===== src/rtl/conv1d_cmd_sequencer.sv =====
// Drives one conv1d CFU from a local byte memory: configures it, streams the filter/input bytes,
// starts the kernel, polls its status and hands the accumulator back to the host.
module conv1d_cmd_sequencer #(
    parameter int BYTE_SIZE          = 8,
    parameter int INT32_SIZE         = 32,
    parameter int KERNEL_LENGTH      = 8,
    parameter int MAX_INPUT_CHANNELS = 128,
    parameter int MEM_AW             = 12,
    parameter int POLL_TIMEOUT       = 4096
) (
    input  logic                  clk,
    input  logic                  rst_n,
    input  logic                  start,
    input  logic [INT32_SIZE-1:0] depth,
    input  logic [INT32_SIZE-1:0] in_offset,
    input  logic [INT32_SIZE-1:0] start_x,
    input  logic                  load_filter,
    input  logic [MEM_AW-1:0]     filt_base,
    input  logic [MEM_AW-1:0]     inp_base,
    output logic                  busy,
    output logic                  mem_rd_en,
    output logic [MEM_AW-1:0]     mem_addr,
    input  logic [BYTE_SIZE-1:0]  mem_rdata,
    output logic [6:0]            cfu_cmd,
    output logic [INT32_SIZE-1:0] cfu_inp0,
    output logic [INT32_SIZE-1:0] cfu_inp1,
    input  logic [INT32_SIZE-1:0] cfu_ret,
    output logic                  res_valid,
    input  logic                  res_ready,
    output logic [INT32_SIZE-1:0] res_data,
    output logic                  res_err
);

    localparam logic [6:0] CMD_NOP    = 7'd127;
    localparam logic [6:0] CMD_DEPTH  = 7'd5;
    localparam logic [6:0] CMD_OFFSET = 7'd3;
    localparam logic [6:0] CMD_FILT   = 7'd2;
    localparam logic [6:0] CMD_INP    = 7'd1;
    localparam logic [6:0] CMD_SETX   = 7'd8;
    localparam logic [6:0] CMD_START  = 7'd6;
    localparam logic [6:0] CMD_STATUS = 7'd9;
    localparam logic [6:0] CMD_ACC    = 7'd7;

    localparam int PCW = $clog2(POLL_TIMEOUT + 1);

    typedef enum logic [3:0] {
        S_IDLE,
        S_CFG_DEPTH,
        S_CFG_OFF,
        S_LOAD_FILT,
        S_LOAD_INP,
        S_SET_X,
        S_START,
        S_POLL,
        S_POLL_WAIT,
        S_READ_ACC,
        S_READ_WAIT,
        S_RESULT
    } state_t;

    state_t                  state_reg, state_next;
    logic [15:0]             cnt_reg, cnt_next;
    logic [PCW-1:0]          poll_reg, poll_next;
    logic [INT32_SIZE-1:0]   res_data_reg, res_data_next;
    logic                    res_err_reg, res_err_next;
    logic                    latch_params;

    logic [INT32_SIZE-1:0]   depth_reg;
    logic [INT32_SIZE-1:0]   offset_reg;
    logic [INT32_SIZE-1:0]   start_x_reg;
    logic                    load_filter_reg;
    logic [MEM_AW-1:0]       filt_base_reg;
    logic [MEM_AW-1:0]       inp_base_reg;
    logic [15:0]             n_reg;

    logic                    depth_ok;
    logic [15:0]             n_calc;
    logic [INT32_SIZE-1:0]   rdata_sext;
    logic [MEM_AW-1:0]       load_base;
    logic [6:0]              load_cmd;

    assign depth_ok   = (depth != '0) && (depth <= INT32_SIZE'(MAX_INPUT_CHANNELS));
    assign n_calc     = 16'(32'(KERNEL_LENGTH) * 32'(depth));
    assign rdata_sext = {{(INT32_SIZE-BYTE_SIZE){mem_rdata[BYTE_SIZE-1]}}, mem_rdata};

    assign busy      = (state_reg != S_IDLE);
    assign res_valid = (state_reg == S_RESULT);
    assign res_data  = res_data_reg;
    assign res_err   = res_err_reg;

    always_ff @(posedge clk or negedge rst_n) begin
        if (!rst_n) begin
            state_reg       <= S_IDLE;
            cnt_reg         <= '0;
            poll_reg        <= '0;
            res_data_reg    <= '0;
            res_err_reg     <= 1'b0;
            depth_reg       <= '0;
            offset_reg      <= '0;
            start_x_reg     <= '0;
            load_filter_reg <= 1'b0;
            filt_base_reg   <= '0;
            inp_base_reg    <= '0;
            n_reg           <= '0;
        end else begin
            state_reg    <= state_next;
            cnt_reg      <= cnt_next;
            poll_reg     <= poll_next;
            res_data_reg <= res_data_next;
            res_err_reg  <= res_err_next;
            if (latch_params) begin
                depth_reg       <= depth;
                offset_reg      <= in_offset;
                start_x_reg     <= start_x;
                load_filter_reg <= load_filter;
                filt_base_reg   <= filt_base;
                inp_base_reg    <= inp_base;
                n_reg           <= n_calc;
            end
        end
    end

    always_comb begin
        state_next    = state_reg;
        cnt_next      = cnt_reg;
        poll_next     = poll_reg;
        res_data_next = res_data_reg;
        res_err_next  = res_err_reg;
        latch_params  = 1'b0;
        cfu_cmd       = CMD_NOP;
        cfu_inp0      = '0;
        cfu_inp1      = '0;
        mem_rd_en     = 1'b0;
        mem_addr      = '0;
        load_base     = (state_reg == S_LOAD_FILT) ? filt_base_reg : inp_base_reg;
        load_cmd      = (state_reg == S_LOAD_FILT) ? CMD_FILT : CMD_INP;

        case (state_reg)
            S_IDLE: begin
                if (start) begin
                    if (!depth_ok) begin
                        res_data_next = '0;
                        res_err_next  = 1'b1;
                        state_next    = S_RESULT;
                    end else begin
                        latch_params = 1'b1;
                        cnt_next     = '0;
                        poll_next    = '0;
                        state_next   = S_CFG_DEPTH;
                    end
                end
            end
            S_CFG_DEPTH: begin
                cfu_cmd    = CMD_DEPTH;
                cfu_inp1   = depth_reg;
                state_next = S_CFG_OFF;
            end
            S_CFG_OFF: begin
                cfu_cmd    = CMD_OFFSET;
                cfu_inp1   = offset_reg;
                cnt_next   = '0;
                state_next = load_filter_reg ? S_LOAD_FILT : S_LOAD_INP;
            end
            // Read of byte k overlaps the write of byte k-1, so a load takes N+1 cycles.
            S_LOAD_FILT, S_LOAD_INP: begin
                if (cnt_reg < n_reg) begin
                    mem_rd_en = 1'b1;
                    mem_addr  = load_base + MEM_AW'(cnt_reg);
                end
                if (cnt_reg != 16'd0) begin
                    cfu_cmd  = load_cmd;
                    cfu_inp0 = INT32_SIZE'(cnt_reg - 16'd1);
                    cfu_inp1 = rdata_sext;
                end
                if (cnt_reg == n_reg) begin
                    cnt_next   = '0;
                    state_next = (state_reg == S_LOAD_FILT) ? S_LOAD_INP : S_SET_X;
                end else begin
                    cnt_next = cnt_reg + 16'd1;
                end
            end
            S_SET_X: begin
                cfu_cmd    = CMD_SETX;
                cfu_inp1   = start_x_reg;
                state_next = S_START;
            end
            S_START: begin
                cfu_cmd    = CMD_START;
                state_next = S_POLL;
            end
            S_POLL: begin
                cfu_cmd    = CMD_STATUS;
                state_next = S_POLL_WAIT;
            end
            S_POLL_WAIT: begin
                if (cfu_ret[0]) begin
                    state_next = S_READ_ACC;
                end else if (poll_reg == PCW'(POLL_TIMEOUT - 1)) begin
                    res_data_next = '0;
                    res_err_next  = 1'b1;
                    state_next    = S_RESULT;
                end else begin
                    poll_next  = poll_reg + 1'b1;
                    state_next = S_POLL;
                end
            end
            S_READ_ACC: begin
                cfu_cmd    = CMD_ACC;
                state_next = S_READ_WAIT;
            end
            S_READ_WAIT: begin
                res_data_next = cfu_ret;
                res_err_next  = 1'b0;
                state_next    = S_RESULT;
            end
            S_RESULT: begin
                if (res_ready) begin
                    state_next = S_IDLE;
                end
            end
            default: begin
                state_next = S_IDLE;
            end
        endcase
    end

endmodule


===== config.mk =====
export PLATFORM = sky130hd
export DESIGN_NAME = conv1d_cmd_sequencer
export DESIGN_NICKNAME = d
export VERILOG_FILES = /design/src/rtl/conv1d_cmd_sequencer.sv
export SDC_FILE = /design/constraint.sdc
export NUM_CORES = 1
export LEC_CHECK = 0
export CAP_MARGIN = 20
export CELL_PAD_IN_SITES_DETAIL_PLACEMENT = 1
export CELL_PAD_IN_SITES_GLOBAL_PLACEMENT = 1
export CORE_MARGIN = 8
export CORE_UTILIZATION = 33
export DETAILED_ROUTE_END_ITERATION = 12
export PLACE_DENSITY_LB_ADDON = 0.3
export SLEW_MARGIN = 20
export SYNTH_ARGS = -nofsm -noshare
export SYNTH_HDL_FRONTEND = slang
export SYNTH_SLANG_ARGS = --single-unit

===== constraint.sdc =====
create_clock -name clk -period 4 [get_ports clk]
set_input_delay 0.8 -clock clk [delete_from_list [all_inputs] [get_ports clk]]
set_output_delay 0.8 -clock clk [all_outputs]
set_load 0.005 [all_outputs]

==> flow_summary.yaml <==
outcome:
  outcome: "complete, no violations"
sta:
  fin_skew_ns: 0.0201
  setup_viol: 0
  timing.final.crit_share_pct: 97.7
  max_freq_ghz: 0.256
  worst_pin_slew_ns: 1.08
  relSlewSlack_pct: 27.3
  rsz0062_at_grt: "true"
  hold_violations: 0
  finalCriticalPeriod_ns: 3.91
  drv_slew: 0
place:
  hpwlAfterDp_mm: 26.0
  placement.io_buffers: 267
  dpl_cell_area_mm2: 0.0131
  dp.cells: 1558
  place.gp.congestion: 0.802
worst_setup_path:
  slowest_delay_ns: 0.57
  cp_max_fo: 8
  critPathKind: "flip-flop to output port"
  crit_family: "simple AND/OR/NAND/NOR gates"
  cp_cell_sequence: "or4_4 > or3_1 > or2_4 > a211o_1 > nand3_1 > clkdlybuf4s50_1"
  crit_slowest_cell: "clkdlybuf4s50_1"
  worstSetupStartpoint: "cnt_reg[10]$_DFFE_PN0P_"
  start_kind: "flip-flop"
  required_ns: 3.20
  cp.arrival_ns: 3.11
  critPathBufInv: 1
  reg2reg_from: "state_reg[3]$_DFFE_PN0P_"
  r2r-end: "poll_reg[11]$_DFFE_PN0P_"
  r2r_cells: 7
  worst_setup_path_end_kind: "output port"
  rrSetupSlack_ns: 1.31
global_route:
  grt_pass1_vias: 9293
  antenna_found_initial: 4
  grt_max_degree: 111
  grt-ovfl-total: 0
  track_usage_pct: 19.8
  grt_first_pass_wirelength_mm: 55.7
synthesis:
  synth_edf_count: 0
  synthArstFlopShare_pct: 100
  synthTopCellsByArea: "dfrtp_1 48%, mux2_2 12%, ha_1 3.4%"
  synthCells: 912
  ys_ff_latch: 187
  ys_warn_count: 0
  yosysUniqueCellTypes: 68
  synth-seq-area-share_pct: 47.6
  synthFlopType: "dfrtp_1"
  synth_top_area_share_pct: 47.6
  avgSynthCellArea_um2: 10.8
  syn_area_mm2: 0.00982
  synth_area_leader_cell: "dfrtp_1"
cells_and_area:
  area_growth_pct: 43.1
  final_area_mm2: 0.0141
  diodes: 0
  final_cells: 1601
  layout.nets: 1392
  drive_gt1_share_pct: 21.5
detailed_routing:
  routed_via_density: 5.31
  wl_mm: 35.5
  drc_errors: 0
  vias: 8495
  dr.pass1.iters: 6
  wl_per_cell_um: 22.2
  antenna_left: 0
  drt_iter0_drc: 554
clock_network:
  cts_tree: "yes"
  clock_latency_ns: 0.44
  cts-buffers-inserted: 17
  cts.sinks: 187
  cts_max_level: 4
  cts_buffer_depth: 2
  clk_pin_slew_ns: 0.08
  cts_root_buffer: "clkbuf_16"
  holdBufCountCts: 0
power:
  swShare_pct: 37.9
  total_power_uw: 7480
  clockPowerShare_pct: 23.1
  power.internal_uw: 4640
  power_frac_seq_pct: 30.0
  pwr-share-comb_pct: 46.9
  power_density_mw_per_mm2: 532
  p_leak_uw: 0.00645
  p_switching_uw: 2840
  peakVddDrop_mv: 0.359
die:
  dieArea_mm2: 0.0355
  io_pins: 284
  initial_utilization_pct: 33.3
  core_area_mm2: 0.0295
  rows: 63
  die_w_um: 189
  chipHeight_um: 189
min_path:
  holdCritPathClass: "input port to async pin"
flow_run:
  max_cap_violations: 0
-- cell usage in the layout, fill, tap and decap left out, types with 31 or more instances in the layout --
cell and n:
dfrtp_1 186, mux2_2 107, nor2_1 41, and2_1 31, a222oi_1 32, a22o_1 33
buf_4 59, clkdlybuf4s50_1 257, nand3_1 33, nand2_1 57
-- final cells by class --
cell class              count  area, um2
clock inverters            14        169
flip-flops and latches    187       4680
inverters                  32        124
repair buffers            334       3240
clock buffers              17        425
multi-input cells         627       4920
fillers                  3189      15400
well taps                 390        488
-- Yosys cell counts, drive strengths merged (6+ instances only) --
cell,count
o21a,7
a21o,7
nor2,43
xnor2,11
mux2,108
nand4,10
nand2b,11
and3,8
buf,39
a21oi,23
a222oi,32
nand2,59
nor3,20
or3,6
inv,31
xor2,9
a22o,33
o21ai,31
clkbuf,42
ha,27
nand3,35
and2,31
nor4,15
a211oi,9
dfrtp,187
a31oi,17
-- layer usage --
metal / global-route usage [%] / share of wire, % / wire (um)
met1: 24.2 / 42 / 14900
met2: 33.1 / 50 / 17600
met3: 6.58 / 6.7 / 2390
met4: 4.93 / 1.6 / 586
met5: 0 / 0.14 / 50
-- power by group through the flow --
stage	clock network [uW]	logic, uW	registers [uW]
after detailed placement	0	3380	2270
after floorplan	0	1610	2260
after global routing	1840	3810	2270
final	1730	3510	2240
after global placement	0	3340	2260
after CTS	1770	3500	2240
-- repair_timing --
item,4_1_cts,5_1_grt
cloned,0,0
buffers inserted,4,8
pin swaps,10,15
setup endpoints to repair,29,17
gates resized for setup,57,18
-- through the flow --
stage	worst slack, ns	TNS [ns]	util, %	hold WS [ns]
4_1_cts	-0.0274	-0.0274	47.3	0.497
6_report	0.0912	0	47.7	0.462
3_5_place_dp	-0.206	-0.472	44.5	0.473
3_3_place_gp	-0.127	-0.198	44.5	0.471
2_1_floorplan	0.0977	0	-	0.454
5_1_grt	-0.0481	-0.0664	47.7	0.511
-- worst max-delay path by stage --
stage / depth (start not counted) / endpoint
4_1_cts: 10 / mem_addr[10]
3_3_place_gp: 11 / mem_addr[10]
2_1_floorplan: 13 / mem_addr[10]
3_5_place_dp: 11 / mem_addr[10]
5_1_grt: 11 / mem_addr[11]
6_report: 6 / cfu_cmd[6]
-- kinds of logic after synthesis --
logic type	Yosys count	share of synthesized area, %
buffers and inverters	113	5.57
DFF	187	47.6
xor gates and xnor gates	20	1.78
AOI/OAI and AO/OA	189	14.5
other	1	0.0382
adders and majority gates	28	3.64
and+or+nand+nor	263	14.1
muxes	111	12.7
No activity file was read; power rests on OpenSTA's default activity.
